==> config.mk <==
export PLATFORM = sky130hd
export DESIGN_NAME = bt_apb_timer
export DESIGN_NICKNAME = d
export VERILOG_FILES = /design/src/rtl/bt_apb_timer.sv
export SDC_FILE = /design/constraint.sdc
export NUM_CORES = 1
export LEC_CHECK = 0
export ABC_AREA = 0
export CAP_MARGIN = 0
export CORE_MARGIN = 4
export CORE_UTILIZATION = 40
export DETAILED_ROUTE_END_ITERATION = 8
export SYNTH_ARGS = -nofsm -noshare
export SYNTH_HDL_FRONTEND = slang
export SYNTH_SLANG_ARGS = --single-unit
==> constraint.sdc <==
create_clock -name pclkg -period 2.85 [get_ports pclkg]
set_clock_uncertainty 0.1 [all_clocks]
set_input_delay 0.7125 -clock pclkg [delete_from_list [all_inputs] [get_ports pclkg]]
set_output_delay 0.7125 -clock pclkg [all_outputs]
set_load 0.005 [all_outputs]
==> src/rtl/bt_apb_timer.sv <==
// APB completer wrapping a 32-bit down-counting timer with prescaler,
// auto-reload / one-shot modes and a level interrupt.
module bt_apb_timer #(
  parameter int unsigned PRESC_W      = 8,
  parameter logic [31:0] RESET_RELOAD = 32'h0000_0000
) (
  input  logic        pclkg,
  input  logic        presetn,
  input  logic        psel,
  input  logic        penable,
  input  logic        pwrite,
  input  logic [11:2] paddr,
  input  logic [31:0] pwdata,
  output logic [31:0] prdata,
  output logic        pready,
  output logic        pslverr,
  output logic        timer_int
);

  typedef enum logic [1:0] {
    REG_CTRL    = 2'd0,
    REG_VALUE   = 2'd1,
    REG_RELOAD  = 2'd2,
    REG_INTSTAT = 2'd3
  } reg_e;

  logic               en;
  logic               irqen;
  logic               oneshot;
  logic [PRESC_W-1:0] presc;
  logic [PRESC_W-1:0] presc_cnt;
  logic [31:0]        value;
  logic [31:0]        reload;
  logic               intstatus;

  logic        mapped;
  reg_e        reg_sel;
  logic        wr_en;
  logic        wr_ctrl;
  logic        wr_value;
  logic        wr_reload;
  logic        wr_intstat;
  logic        tick;
  logic        expire;
  logic [31:0] ctrl_rd;

  // Only the first four words of the 4 KB slot are decoded.
  assign mapped  = (paddr[11:4] == '0);
  assign reg_sel = reg_e'(paddr[3:2]);

  assign wr_en      = psel & penable & pwrite & mapped;
  assign wr_ctrl    = wr_en & (reg_sel == REG_CTRL);
  assign wr_value   = wr_en & (reg_sel == REG_VALUE);
  assign wr_reload  = wr_en & (reg_sel == REG_RELOAD);
  assign wr_intstat = wr_en & (reg_sel == REG_INTSTAT);

  assign tick   = en & (presc_cnt == presc);
  assign expire = tick & (value == '0);

  always_ff @(posedge pclkg or negedge presetn) begin
    if (!presetn) begin
      presc_cnt <= '0;
    end else if (wr_ctrl || !en || tick) begin
      presc_cnt <= '0;
    end else begin
      presc_cnt <= presc_cnt + PRESC_W'(1);
    end
  end

  // A CTRL write takes priority over the one-shot self-disable.
  always_ff @(posedge pclkg or negedge presetn) begin
    if (!presetn) begin
      en      <= 1'b0;
      irqen   <= 1'b0;
      oneshot <= 1'b0;
      presc   <= '0;
    end else if (wr_ctrl) begin
      en      <= pwdata[0];
      irqen   <= pwdata[1];
      oneshot <= pwdata[2];
      presc   <= pwdata[8 +: PRESC_W];
    end else if (expire && oneshot) begin
      en      <= 1'b0;
    end
  end

  always_ff @(posedge pclkg or negedge presetn) begin
    if (!presetn) begin
      value <= RESET_RELOAD;
    end else if (wr_value) begin
      value <= pwdata;
    end else if (tick) begin
      if (value != '0) begin
        value <= value - 32'd1;
      end else if (!oneshot) begin
        value <= reload;
      end
    end
  end

  always_ff @(posedge pclkg or negedge presetn) begin
    if (!presetn) begin
      reload <= RESET_RELOAD;
    end else if (wr_reload) begin
      reload <= pwdata;
    end
  end

  // Setting on expiry outranks a software clear in the same cycle.
  always_ff @(posedge pclkg or negedge presetn) begin
    if (!presetn) begin
      intstatus <= 1'b0;
    end else if (expire) begin
      intstatus <= 1'b1;
    end else if (wr_intstat && pwdata[0]) begin
      intstatus <= 1'b0;
    end
  end

  always_comb begin
    ctrl_rd              = '0;
    ctrl_rd[0]           = en;
    ctrl_rd[1]           = irqen;
    ctrl_rd[2]           = oneshot;
    ctrl_rd[8 +: PRESC_W] = presc;
  end

  always_comb begin
    prdata = '0;
    if (psel && !pwrite && mapped) begin
      case (reg_sel)
        REG_CTRL:    prdata = ctrl_rd;
        REG_VALUE:   prdata = value;
        REG_RELOAD:  prdata = reload;
        REG_INTSTAT: prdata = {31'b0, intstatus};
        default:     prdata = '0;
      endcase
    end
  end

  assign pready    = 1'b1;
  assign pslverr   = psel & penable & ~mapped;
  assign timer_int = intstatus & irqen;

endmodule

Word-level counts from Yosys, hierarchy flattened

Index checks and enable logic that the tools add are counted.

Flip-flop bits (word level): 84
Word-level logic and storage cells: 54

Bitwise gates (word level): 12
Eq/ne operators: 5
Add/subtract/negate cells: 2
Reduce and logical (&&, ||, !) cells: 16
Multiplexer cells: 11

Operators by type and width:

| kind                  | count |
|---|---|
| $mux 32               | 5 |
| $pmux 32 s4           | 1 |
| $logic_not 32->1      | 1 |
| $reduce_bool 32->1    | 1 |
| $sub 32x1->32 const B | 1 |
| $and 1x1->1           | 11 |
| $add 8x1->8 const B   | 1 |
| $eq 8x8->1            | 1 |
| $logic_not 8->1       | 1 |
| $mux 8                | 1 |
| $reduce_bool 2->1     | 3 |
| $eq 2x2->1 const B    | 2 |
| $logic_and 1x1->1     | 4 |
| $mux 1                | 4 |
| $ne 3x1->1 const B    | 1 |
| $eq 2x1->1 const B    | 1 |
| $logic_not 1->1       | 2 |
| $logic_not 2->1       | 1 |
| $logic_or 1x1->1      | 2 |
| $reduce_and 2->1      | 1 |
| $not 1->1             | 1 |

Logic depth before layout (Yosys ltp)

Depth in word-level cells: 7
Gate-level depth with buffers: 9
Gate-level depth less buffers: 8

Least setup slack after synthesis

No wires, ideal clock.

Path kind: input-to-output
Start: input paddr[9] (netlist bit)
End: output prdata[10]
Stages: 5
Path buffers: 1
Arrival time: 2.042 ns
Setup slack: -0.005 ns
Cell sequence: or4_1 nor2_1 nand3b_1 clkbuf_1 nor2_1

Cells in the longest elaborated chain, start to end: 3

RTL lines:

| what               | RTL line | RTL |
|---|---|---|
| start: declaration | 12       | `input logic [11:2] paddr,` |
| $logic_not 8->1    | 48       | `assign mapped = (paddr[11:4] == '0);` |
| $logic_and 1x1->1  | 130      | `if (psel && !pwrite && mapped) begin` |
| $mux 32            | 130      |  |
| end: declaration   | 14       | `output logic [31:0] prdata,` |

No other way between the ends.

Worst setup path in the final report

Start: input paddr[11] (netlist bit)
End: output prdata[24]

The elaborated chain is that of the path after synthesis.

==> run_results.csv <==
group,metric,value,unit
global_routing,track_usage,23.2,%
global_routing,antenna_found_initial,0,
clocking,cts.sink_count,84,
clocking,clock_path_buffers,2,
power_and_ir_drop,p_seq_share,46.8,%
synthesis,synth_adder_area_share,0.718,%
clocking,clock-root-buffer,"clkbuf_16",
power_and_ir_drop,p_clk_share,45.6,%
worst_setup_path,end_kind,"output pin",
layout,final_common_cell,"dfrtp_1",
synthesis,synthXorXnorAreaFrac,5.02,%
synthesis,syn-num-nets,607,
job,cap_violations,0,
run_status,violations,"setup timing",
routing,vias,5031,
synthesis,synth.area.mux_share,11.7,%
worst_setup_path,crit_arrival,2110,ps
synthesis,synth-edff-count,0,
worst_setup_path,worstPathRequired,2040,ps
power_and_ir_drop,combPwrFrac,7.6,%
clocking,cts_tree,"yes",
timing,max_clock_freq,342,MHz
timing,final-setup-viol-count,32,
power_and_ir_drop,p_leak,3.17,nW
worst_setup_path,worstSetupStartpointType,"input pin",
layout,finalNetCount,731,
place,placed_area,6640,um2
layout,diodes,0,
power_and_ir_drop,p_sw,578,uW
global_routing,grt_pass1_vias,5202,
routing,finalWirelength,17.3,mm
power_and_ir_drop,intPower,1.99,mW
synthesis,yosysWarningCount,0,
clocking,clk_latency,340,ps
synthesis,synth.avg_cell_area,9.39,um2
timing,worstMarginPinSlew,883,ps
die,die_h,122,um
worst_setup_path,cp-startpoint,"paddr[11]",
place,dp_hpwl,11.8,mm
die,start_util,41.1,%
run_status,outcome,"complete, but fails checks",
synthesis,synth_cells,557,
synthesis,ys_ff_latch,84,
die,dieWidth,122,um
worst_setup_path,cp_max_fo,6,
place,place_inst,835,
worst_setup_path,reg2reg_from,"value[18]$_DFFE_PN0P_",
clocking,cts_hold_buffers,0,
power_and_ir_drop,powerDensity,364,nW/um2
layout,finalNonFillerCells,857,
timing,setup_tns,-1430,ps
timing,finalMaxSlewViolations,0,
timing,period_share,103,%
synthesis,synthesis.area,5230,um2
layout,final_area,7070,um2
layout,drive_gt1_share,30.7,%
routing,wl_per_cell,20.2,um
synthesis,synth_compound_area_share,16.6,%
clocking,path_clk_slew,60,ps
synthesis,synth-seq-area-share,40.2,%
routing,drt_iter0_markers,398,
routing,dr.pass1.iters,5,
layout,n_fill_cell,1207,
routing,detail-route-antenna-nets,0,
global_routing,grt_pass1_wl,27.3,mm
synthesis,ys_dominant_reg_cell,"dfrtp_1",
routing,via_per_inst,5.87,
place,port_buffers,80,
global_routing,grt_remaining_overflow,0,
synthesis,yosysUniqueCellTypes,62,
die,die-area,15000,um2
layout,syn2layout_area_growth,35.2,%
hold_path,hp-class,"in -> async",
layout,seq_area,2100,um2
synthesis,synth_top_family_by_area,"simple AND/OR/NAND/NOR gates",
timing,hold_viol,0,
timing,fin_ws,-74.5,ps
worst_setup_path,ff2ff_path_depth,5,
timing,post-route-min-period,2920,ps
layout,multi_input_area,3120,um2
worst_setup_path,critPathKind,"in -> out",
timing,rsz0062_at_grt,"true",
synthesis,synth-simple-area-share,21.5,%
power_and_ir_drop,swShare,22.5,%
synthesis,async_flop_share,100,%
routing,route.detailed.drc,0,
die,io_pins,82,
clocking,htree_num_levels,3,
global_routing,grt_max_degree,52,
die,core-area,12700,um2
place,gp_congestion,0.921,
clocking,numCtsBuffers,9,
timing,slew_headroom,41.1,%
layout,layout_common_cells,"dfrtp_1 (84), buf_4 (57), nor2_1 (56), mux2_2 (40), clkdlybuf4s50_1 (37)",
power_and_ir_drop,irDropWorstVdd,0.305,mV
die,rows,41,
==> timing repair <==
item	in CTS	in global routing
resized for setup	196	20
cloned	3	2
pin swaps	25	14
setup buffers	3	0
endpoints found under the setup margin	33	38
==> metrics by stage <==
stage	hold slack, ps	setup slack [ps]	total power, mW	utilization, %
after detailed placement	402	-782	1.42	52.2
after CTS	250	-155	2.58	54.9
after floorplan	317	62.2	1.28	-
final	231	-74.5	2.57	55.6
after global routing	260	-122	2.66	55.6
after global placement	395	-746	1.42	52.2
==> Yosys cell counts (4+ instances only) <==
library cell  count  area (um2)
o221a_2           6        67.6
a21oi_1          20         100
mux2_2           40         450
o21ai_0          14        70.1
nand4_1          11        68.8
and2_1            4        25.0
nor2_1           84         315
nor4_1            7        43.8
nand3_1          18        90.1
nand2_1          31         116
or4_1             6        45.0
xor2_1           22         193
buf_6             4        45.0
inv_1             8        30.0
and4_1            4        35.0
or3_1             7        43.8
clkbuf_1         28         105
o21ai_1          10        50.1
a22oi_1          29         218
and3_1           12        75.1
xnor2_1           8        70.1
mux2i_1          14         140
a211oi_1         11        82.6
nor3_1           15        75.1
dfrtp_1          84        2100
a221o_1          10         100
==> cell type report <==
class                      count  share of cell area (%)
multi-input combinational    427                    44.1
sequential                    84                    29.7
timing repair buffer         151                    18.6
clock buffer                  13                    3.54
tap                          172                    3.04
clock inverter                 2                   0.495
inverter                       8                   0.425
==> power by group through the flow <==
stage | clock network [mW] | logic [mW] | registers [mW]
3_3_place_gp | 0 | 0.192 | 1.23
6_report | 1.17 | 0.195 | 1.20
2_1_floorplan | 0 | 0.0542 | 1.23
4_1_cts | 1.18 | 0.194 | 1.20
3_5_place_dp | 0 | 0.193 | 1.23
5_1_grt | 1.24 | 0.211 | 1.20
==> sequential cells by signal, summed over array words and instances, names as in the netlist <==
register	cells
irqen	1
en	1
reload	32
presc_cnt	8
oneshot	1
presc	8
intstatus	1
value	32
==> layer usage <==
| layer | track usage [%] | part of all wire [%] | wire (um) |
|---|---|---|---|
| met1 | 31.9 | 45 | 7750 |
| met2 | 37.1 | 46 | 8050 |
| met3 | 4.52 | 7.2 | 1250 |
| met4 | 7.28 | 1.6 | 286 |
| met5 | 0 | 0 | 0 |
==> worst paths after layout <==
| path | end | slack (ps) |
|---|---|---|
| worst min register to register | reload[0]$_DFFE_PN0P_ | 410 |
| max in group asynchronous | value[20]$_DFFE_PN0P_ | 1770 |
| worst max register to register | value[13]$_DFFE_PN0P_ | 150 |
| worst min-delay path | reload[1]$_DFFE_PN0P_ | 230 |
| worst max-delay path | prdata[24] | -70 |
| min in group pclkg | reload[0]$_DFFE_PN0P_ | 410 |
==> logic make-up (layout without fill, tap and decap cells) <==
kind of cell	count (synthesis)	in the layout
AND/OR/NAND/NOR	217	217
AO/OA/AOI/OAI	120	121
flip-flops	84	84
multiplexers	55	55
buffers and inverters	47	174
XOR/XNOR	30	30
adder cells (fa/ha/maj)	3	3
other	1	1
==> worst max-delay path, cell delays in order <==
cell and delay (ps):
buf_6 90, or4_4 530, nor2_4 130, nand3b_1 90, buf_6 180, buf_6 170, nor2_4 80, buf_2 120
(Power assumes the default switching activity.)
